## config.mk

```make
export PLATFORM = sky130hd
export DESIGN_NAME = ring_rotator
export DESIGN_NICKNAME = d
export VERILOG_FILES = /design/src/rtl/ring_rotator.sv
export SDC_FILE = /design/constraint.sdc
export NUM_CORES = 1
export LEC_CHECK = 0
export BUFFER_PORTS_ARGS = -buffer_cell sky130_fd_sc_hd__buf_2
export CORE_MARGIN = 4
export CORE_UTILIZATION = 40
export DETAILED_ROUTE_END_ITERATION = 12
export GPL_TIMING_DRIVEN = 0
export PLACE_DENSITY_LB_ADDON = 0.15
export SYNTH_ARGS = -nofsm -noshare
export SYNTH_HDL_FRONTEND = slang
export SYNTH_SLANG_ARGS = --single-unit
```

## constraint.sdc

```tcl
create_clock -name i_clk -period 1.25 [get_ports i_clk]
set_clock_uncertainty 0.2 [all_clocks]
set_input_delay 0.1875 -clock i_clk [delete_from_list [all_inputs] [get_ports i_clk]]
set_output_delay 0.1875 -clock i_clk [all_outputs]
set_load 0.03 [all_outputs]
```

## src/rtl/ring_rotator.sv

```systemverilog
// Rotating register ring with single-element load, net rotation offset and wrap pulse.
// Optional registered parity output enabled by defining RING_PARITY_EN.
module ring_rotator #(
  parameter int unsigned WIDTH = 2,
  parameter int unsigned DEPTH = 3,
  parameter int unsigned IDXW  = $clog2(DEPTH)
) (
  input  logic                   i_clk,
  input  logic                   i_rst,
  input  logic                   i_en,
  input  logic                   i_dir,
  input  logic                   i_load,
  input  logic [IDXW-1:0]        i_load_idx,
  input  logic [WIDTH-1:0]       i_load_data,
  input  logic [IDXW-1:0]        i_rd_idx,
  output logic [WIDTH-1:0]       o_rd_data,
  output logic [WIDTH*DEPTH-1:0] o_ring_flat,
  output logic [IDXW-1:0]        o_rot_pos,
  output logic                   o_wrap,
  output logic                   o_load_err,
  output logic                   o_parity_out
);

  localparam logic [IDXW:0]   DepthW = (IDXW + 1)'(DEPTH);
  localparam logic [IDXW-1:0] RotMax = IDXW'(DEPTH - 1);

  logic [WIDTH-1:0] r_elem [DEPTH];
  logic [WIDTH-1:0] w_elem [DEPTH];
  logic [IDXW-1:0]  r_rot_pos, w_rot_pos;
  logic             r_wrap, w_wrap;
  logic             r_load_err, w_load_err;
  logic             w_load_ok;

  assign w_load_ok = ({1'b0, i_load_idx} < DepthW);

  always_comb begin
    for (int unsigned i = 0; i < DEPTH; i++) begin
      w_elem[i] = r_elem[i];
    end
    w_rot_pos  = r_rot_pos;
    w_wrap     = 1'b0;
    w_load_err = 1'b0;
    if (i_load) begin
      // An in-range load suppresses rotation; an out-of-range one only flags.
      if (w_load_ok) begin
        for (int unsigned i = 0; i < DEPTH; i++) begin
          if (i_load_idx == IDXW'(i)) begin
            w_elem[i] = i_load_data;
          end
        end
      end else begin
        w_load_err = 1'b1;
      end
    end else if (i_en) begin
      if (!i_dir) begin
        for (int unsigned i = 0; i < DEPTH; i++) begin
          w_elem[i] = r_elem[(i + DEPTH - 1) % DEPTH];
        end
        if (r_rot_pos == RotMax) begin
          w_rot_pos = '0;
          w_wrap    = 1'b1;
        end else begin
          w_rot_pos = r_rot_pos + 1'b1;
        end
      end else begin
        for (int unsigned i = 0; i < DEPTH; i++) begin
          w_elem[i] = r_elem[(i + 1) % DEPTH];
        end
        if (r_rot_pos == '0) begin
          w_rot_pos = RotMax;
          w_wrap    = 1'b1;
        end else begin
          w_rot_pos = r_rot_pos - 1'b1;
        end
      end
    end
  end

  always_ff @(posedge i_clk) begin
    if (i_rst) begin
      for (int unsigned i = 0; i < DEPTH; i++) begin
        r_elem[i] <= WIDTH'(i + 1);
      end
      r_rot_pos  <= '0;
      r_wrap     <= 1'b0;
      r_load_err <= 1'b0;
    end else begin
      for (int unsigned i = 0; i < DEPTH; i++) begin
        r_elem[i] <= w_elem[i];
      end
      r_rot_pos  <= w_rot_pos;
      r_wrap     <= w_wrap;
      r_load_err <= w_load_err;
    end
  end

`ifdef RING_PARITY_EN
  function automatic logic f_rst_parity();
    logic             p;
    logic [WIDTH-1:0] v;
    p = 1'b0;
    for (int unsigned i = 0; i < DEPTH; i++) begin
      v = WIDTH'(i + 1);
      p = p ^ (^v);
    end
    return p;
  endfunction

  localparam logic RstParity = f_rst_parity();

  logic r_parity;
  logic w_parity;

  always_comb begin
    w_parity = 1'b0;
    for (int unsigned i = 0; i < DEPTH; i++) begin
      w_parity = w_parity ^ (^w_elem[i]);
    end
  end

  always_ff @(posedge i_clk) begin
    if (i_rst) begin
      r_parity <= RstParity;
    end else begin
      r_parity <= w_parity;
    end
  end

  assign o_parity_out = r_parity;
`else
  assign o_parity_out = 1'b0;
`endif

  always_comb begin
    o_rd_data   = '0;
    o_ring_flat = '0;
    for (int unsigned i = 0; i < DEPTH; i++) begin
      o_ring_flat[i*WIDTH +: WIDTH] = r_elem[i];
      if (i_rd_idx == IDXW'(i)) begin
        o_rd_data = r_elem[i];
      end
    end
  end

  assign o_rot_pos  = r_rot_pos;
  assign o_wrap     = r_wrap;
  assign o_load_err = r_load_err;

endmodule
```

# Word level (Yosys, flattened, before mapping)
# Memories as Yosys holds them, arrays and structs flattened.
# Index checks and enable logic that the tools add are counted.
# op_classes
add_sub_neg,2
mul,0
n_div,0
n_lt_le_gt_ge,1
n_eq_ne,5
shift,0
mux,23
bitwise,5
n_reduce_logical,6
# ops
operator,count
$mux W2,12
$mux W6,4
$mux W1,7
$eq A2 B2 Y1 const B,3
$logic_not A2 Y1,3
$eq A2 B1 Y1 const B,2
$or A1 B1 Y1,3
$reduce_or A3 Y1,1
$add A2 B1 Y2 const B,1
$lt A2 B2 Y1 const B,1
$not A1 Y1,2
$reduce_and A2 Y1,1
$reduce_or A2 Y1,1
$sub A2 B1 Y2 const B,1
# word_totals
ff_bits,4
latchBits,0
ramBits,6
mem_bits_ro,0
in_bits,11
out_inout_bits,13
wordCells,46
n_memories,1
# memory_table
memory,words,width,rd,rd_clocked_by_memory_dff,write_ports,line,text
r_elem,3,2,3,0,3,27,logic [WIDTH-1:0] r_elem [DEPTH];

# Depth between registers and ports, before layout
# logic_depth
depth_word,5
depth_mapped,5
depth_no_buf,5

# Worst setup path before layout
# No wires, ideal clock.
# synth_path
path_kind,reg-to-output
start,memory r_elem[1][0] (netlist: r_elem[0][2])
end,output port o_rd_data[0]
arrival_ns,1.347
required_ns,0.863
path_slack_ns,-0.485
stages_incl_launch_ff,3
path_buffers,0
path_cell_list,dfxtp_1 mux2i_1 o21ai_0
# synth_lines
item,line,text
from (decl),27,
to (decl),16,"output logic [WIDTH-1:0] o_rd_data,"

==> run summary <==
Once placement finished, the instance area stood at 820 um^2. The number of top-level pins is 24, and the number of antenna diodes is 0. The mean post-synth cell area was 9.74 um^2. The logs give 15.3% for the global-route usage over all layers and 0 for the number of nets with antenna violations after routing. The tool flagged a number of max-cap violations equal to 0. STA puts the critical path data required time at 0.86 ns. Of the available clock period, the critical path in the final layout requires 110%. Clock slew at the register clock pins of the worst setup and hold paths: 0.08 ns.

Counting every sink on the clock net gives 10. The synthesized design contains 10 register bits. The Yosys warning count is 0.

The core region is 1540 um^2. Wires add up to 1.74 mm. Synthesis produced a netlist with a net count of 83. The tools report the area of the mapped netlist as 672 um^2.

The arrival time at the worst endpoint is 0.98 ns, and the power per standard cell area is 969 nW/um^2. The tools report the category of the worst setup path capture point as an output port. The post-layout minimum cycle time was 1.37 ns. The category of the worst setup path launch point is a flop. Number of remaining DRC errors: 0. The average vias per placed instance is 5.65.

Counting distinct cell types in the post-synthesis netlist gives 26. On the critical path, the stage with the largest delay is an instance of sky130_fd_sc_hd__dfxtp_4. After the first detailed-routing iteration, the DRC count stood at 5. For the design area, the log shows 1010 um^2. The total number of H-tree levels is 1, and the horizontal die dimension is 49.0 um. In this design, the stage delay of the slowest critical-path cell is 0.35 ns.

The congestion estimate from routability-driven global placement came to 0.677. Derived from the worst setup path, the maximum achievable clock frequency is 729 MHz. Floorplan die height: 49.0 um.

The tools report the detailed placer's ending HPWL as 1.18 mm. The root buffer cell chosen for the clock tree is sky130_fd_sc_hd__clkbuf_4. The floorplan step defined a die boundary enclosing 2400 um^2. The area share of the leading cell type in the synthesized netlist was 29.8%; the area growth from synthesis to final layout was 51.0%. Along the worst path, the maximum fanout reaches 2. Setup violations remaining at the end of the flow were counted as 11. The tools report the total number of placement rows as 14. The flow ran to the end, but the final reports show violations. The overall via count from detail_route came out at 655. The tightest min-delay check is of the in -> reg type. The worst-case clock buffer depth is 2, and the share of final-layout standard cells stronger than drive strength 1 is 63.0%. The final hold violation count came out at 0. TritonCTS built the clock tree.

Setup repair after global routing could not meet its margin everywhere. The fill cell instance count of the final layout was 129. The first global-routing pass estimated 2.97 mm of wire. Summed over all cells, the static leakage comes to 0.461 nW. The logs give 69 for the gate count after technology mapping and 29.8% for the fraction of the yosys area taken by sequential cells. For the via count of the first global-routing pass, the log shows 644. The signal on the critical path passes through mux2i_1 -> o21ai_2 -> buf_6. For the number of CTS-inserted buffers, the log shows 3. The logs give 0 for the initial antenna violation count and 0.27 ns for the clock network latency to the later pin of the worst-skew pair.

Dividing the detail-routed wire length by the instance count gives 15.0 um. In the post-synthesis netlist, the biggest area contributors are sky130_fd_sc_hd__dfxtp_1, sky130_fd_sc_hd__a221oi_2, sky130_fd_sc_hd__mux2_4. Of all cell types, the one taking the most synthesized area is sky130_fd_sc_hd__dfxtp_1. The count of buffers added on input and output ports is 20.

The run gives 115 as the number of nets in the layout. The count of pins over their slew limit was 0. The post-route worst setup slack came out at -0.121 ns. Once the floorplan was initialized, standard cells occupied 43.6% of the core. Entering global routing, the biggest net connects 11 pins.

The first-pass iteration count of the detailed router came out at 4. The worst-case IR drop observed on VDD is 0.580 mV. The checks that failed: setup timing. The final design utilization came out at 65.8%. Worst setup path category: reg -> out. The total overflow left after global routing is 0.
==> registers in the layout, summed over array words and instances, names as in the netlist <==
register and cells:
r_elem 6, o_rot_pos 2, o_load_err 1, o_wrap 1
==> power by group <==
group	switching, mW	total, mW	internal [mW]
combinational	0.196	0.379	0.183
sequential	0.0227	0.365	0.342
clock	0.124	0.239	0.115
==> layer usage <==
layer | vias up | track usage (%) | share of wire [%]
li1 | 312 | - | -
met5 | - | 0 | 0
met3 | 4 | 3.67 | 5.7
met1 | 321 | 17.8 | 42
met4 | 0 | 7.62 | 1.3
met2 | 18 | 25.9 | 51
==> critical path: cells and delay by family, from the launching register on <==
kind | cells | cell delay, ns
AO/OA/AOI/OAI | 1 | 0.07
buffers and inverters | 1 | 0.13
flip-flops | 1 | 0.35
multiplexers | 1 | 0.16
==> logic make-up (layout without fill, tap and decap cells) <==
| logic type | after synthesis | in the layout | synth area share [%] |
|---|---|---|---|
| other | 1 | 1 | 0.558 |
| adders and majority gates | 3 | 3 | 5.59 |
| DFF | 10 | 10 | 29.8 |
| and+or+nand+nor | 25 | 25 | 22.0 |
| muxes | 11 | 11 | 19.7 |
| buffers and inverters | 7 | 38 | 5.96 |
| AOI/OAI and AO/OA | 12 | 12 | 16.4 |
==> Yosys cell counts <==
cell type and number:
sky130_fd_sc_hd__a211oi_1 2, sky130_fd_sc_hd__a21oi_1 2, sky130_fd_sc_hd__a221oi_2 4, sky130_fd_sc_hd__a22oi_1 2, sky130_fd_sc_hd__and3b_1 2, sky130_fd_sc_hd__and4b_1 1, sky130_fd_sc_hd__buf_2 2, sky130_fd_sc_hd__buf_4 1
sky130_fd_sc_hd__buf_6 1, sky130_fd_sc_hd__conb_1 1, sky130_fd_sc_hd__dfxtp_1 10, sky130_fd_sc_hd__ha_1 3, sky130_fd_sc_hd__inv_1 3, sky130_fd_sc_hd__mux2_2 2, sky130_fd_sc_hd__mux2_4 4, sky130_fd_sc_hd__mux2i_1 5
sky130_fd_sc_hd__nand2_1 6, sky130_fd_sc_hd__nand2b_1 1, sky130_fd_sc_hd__nand3_1 6, sky130_fd_sc_hd__nand3b_1 2, sky130_fd_sc_hd__nor2_1 2, sky130_fd_sc_hd__nor2b_1 2, sky130_fd_sc_hd__nor3_1 1, sky130_fd_sc_hd__nor3b_2 1
sky130_fd_sc_hd__o21ai_0 2, sky130_fd_sc_hd__or3b_1 1
==> cell usage in the layout, fill, tap and decap left out <==
master | netlist | layout
sky130_fd_sc_hd__buf_2 | 2 | 13
sky130_fd_sc_hd__buf_6 | 1 | 11
sky130_fd_sc_hd__nand2_1 | 6 | 6
sky130_fd_sc_hd__nand3_1 | 6 | 6
sky130_fd_sc_hd__mux2_4 | 4 | 5
sky130_fd_sc_hd__dfxtp_4 | 0 | 5
sky130_fd_sc_hd__a221oi_2 | 4 | 4
sky130_fd_sc_hd__buf_4 | 1 | 4
sky130_fd_sc_hd__clkbuf_4 | 0 | 4
sky130_fd_sc_hd__mux2i_1 | 5 | 3
sky130_fd_sc_hd__dfxtp_2 | 0 | 3
sky130_fd_sc_hd__inv_4 | 0 | 2
sky130_fd_sc_hd__mux2i_2 | 0 | 2
sky130_fd_sc_hd__nor2b_1 | 2 | 2
sky130_fd_sc_hd__o21ai_2 | 0 | 2
sky130_fd_sc_hd__nand3b_1 | 2 | 2
sky130_fd_sc_hd__and3b_1 | 2 | 2
sky130_fd_sc_hd__a22oi_2 | 0 | 2
sky130_fd_sc_hd__a21oi_1 | 2 | 2
sky130_fd_sc_hd__nor2_1 | 2 | 2
sky130_fd_sc_hd__a211oi_2 | 0 | 2
sky130_fd_sc_hd__ha_1 | 3 | 2
sky130_fd_sc_hd__dlygate4sd3_1 | 0 | 2
sky130_fd_sc_hd__dfxtp_1 | 10 | 2
sky130_fd_sc_hd__nand2b_1 | 1 | 1
sky130_fd_sc_hd__nor3b_2 | 1 | 1
sky130_fd_sc_hd__mux2_2 | 2 | 1
sky130_fd_sc_hd__or3b_1 | 1 | 1
sky130_fd_sc_hd__inv_2 | 0 | 1
sky130_fd_sc_hd__nor3_1 | 1 | 1
sky130_fd_sc_hd__and4b_1 | 1 | 1
sky130_fd_sc_hd__ha_4 | 0 | 1
sky130_fd_sc_hd__conb_1 | 1 | 1
sky130_fd_sc_hd__clkinv_1 | 0 | 1
==> stage by stage <==
stage	hold WS (ns)	setup TNS, ns	std cells	total power, mW	worst slack, ns
6_report	0.0446	-0.621	116	0.983	-0.121
3_5_place_dp	0.256	-0.0508	105	0.659	-0.0185
2_1_floorplan	0.102	-0.0358	69	0.578	-0.0215
5_1_grt	0.0598	-1.16	116	1.04	-0.176
4_1_cts	0.0338	-0.668	116	0.964	-0.131
3_3_place_gp	0.248	-0.00303	105	0.653	-0.00303
==> cell type report <==
| cell class | count | area, um^2 | share of cell area, % |
|---|---|---|---|
| buffer | 4 | 28.8 | 2.84 |
| clock buffer | 3 | 22.5 | 2.22 |
| clock inverter | 1 | 3.75 | 0.370 |
| inverter | 3 | 16.3 | 1.60 |
| multi-input combinational | 52 | 483 | 47.6 |
| sequential | 10 | 223 | 21.9 |
| tap | 16 | 20.0 | 1.97 |
| timing repair buffer | 27 | 218 | 21.5 |
==> timing repair <==
action,4_1_cts,5_1_grt
endpoints found under the setup margin,4,17
buffers inserted,5,0
pin swaps,6,6
resized for setup,20,13
hold buffers,2,0
hold endpoints to repair,4,0
==> path summary, 6_finish.rpt <==
path | endpoint | cells after the start | start | slack [ns]
setup reg to reg | r_elem[0][5] | 4 | r_elem[0][3] | -0.10
setup / recovery | o_rd_data[1] | 3 | r_elem[0][3] | -0.12
hold reg to reg | r_elem[0][5] | 2 | r_elem[0][5] | 0.28
hold / removal | o_rot_pos[0] | 2 | i_rst | 0.04
(Power assumes the default switching activity.)
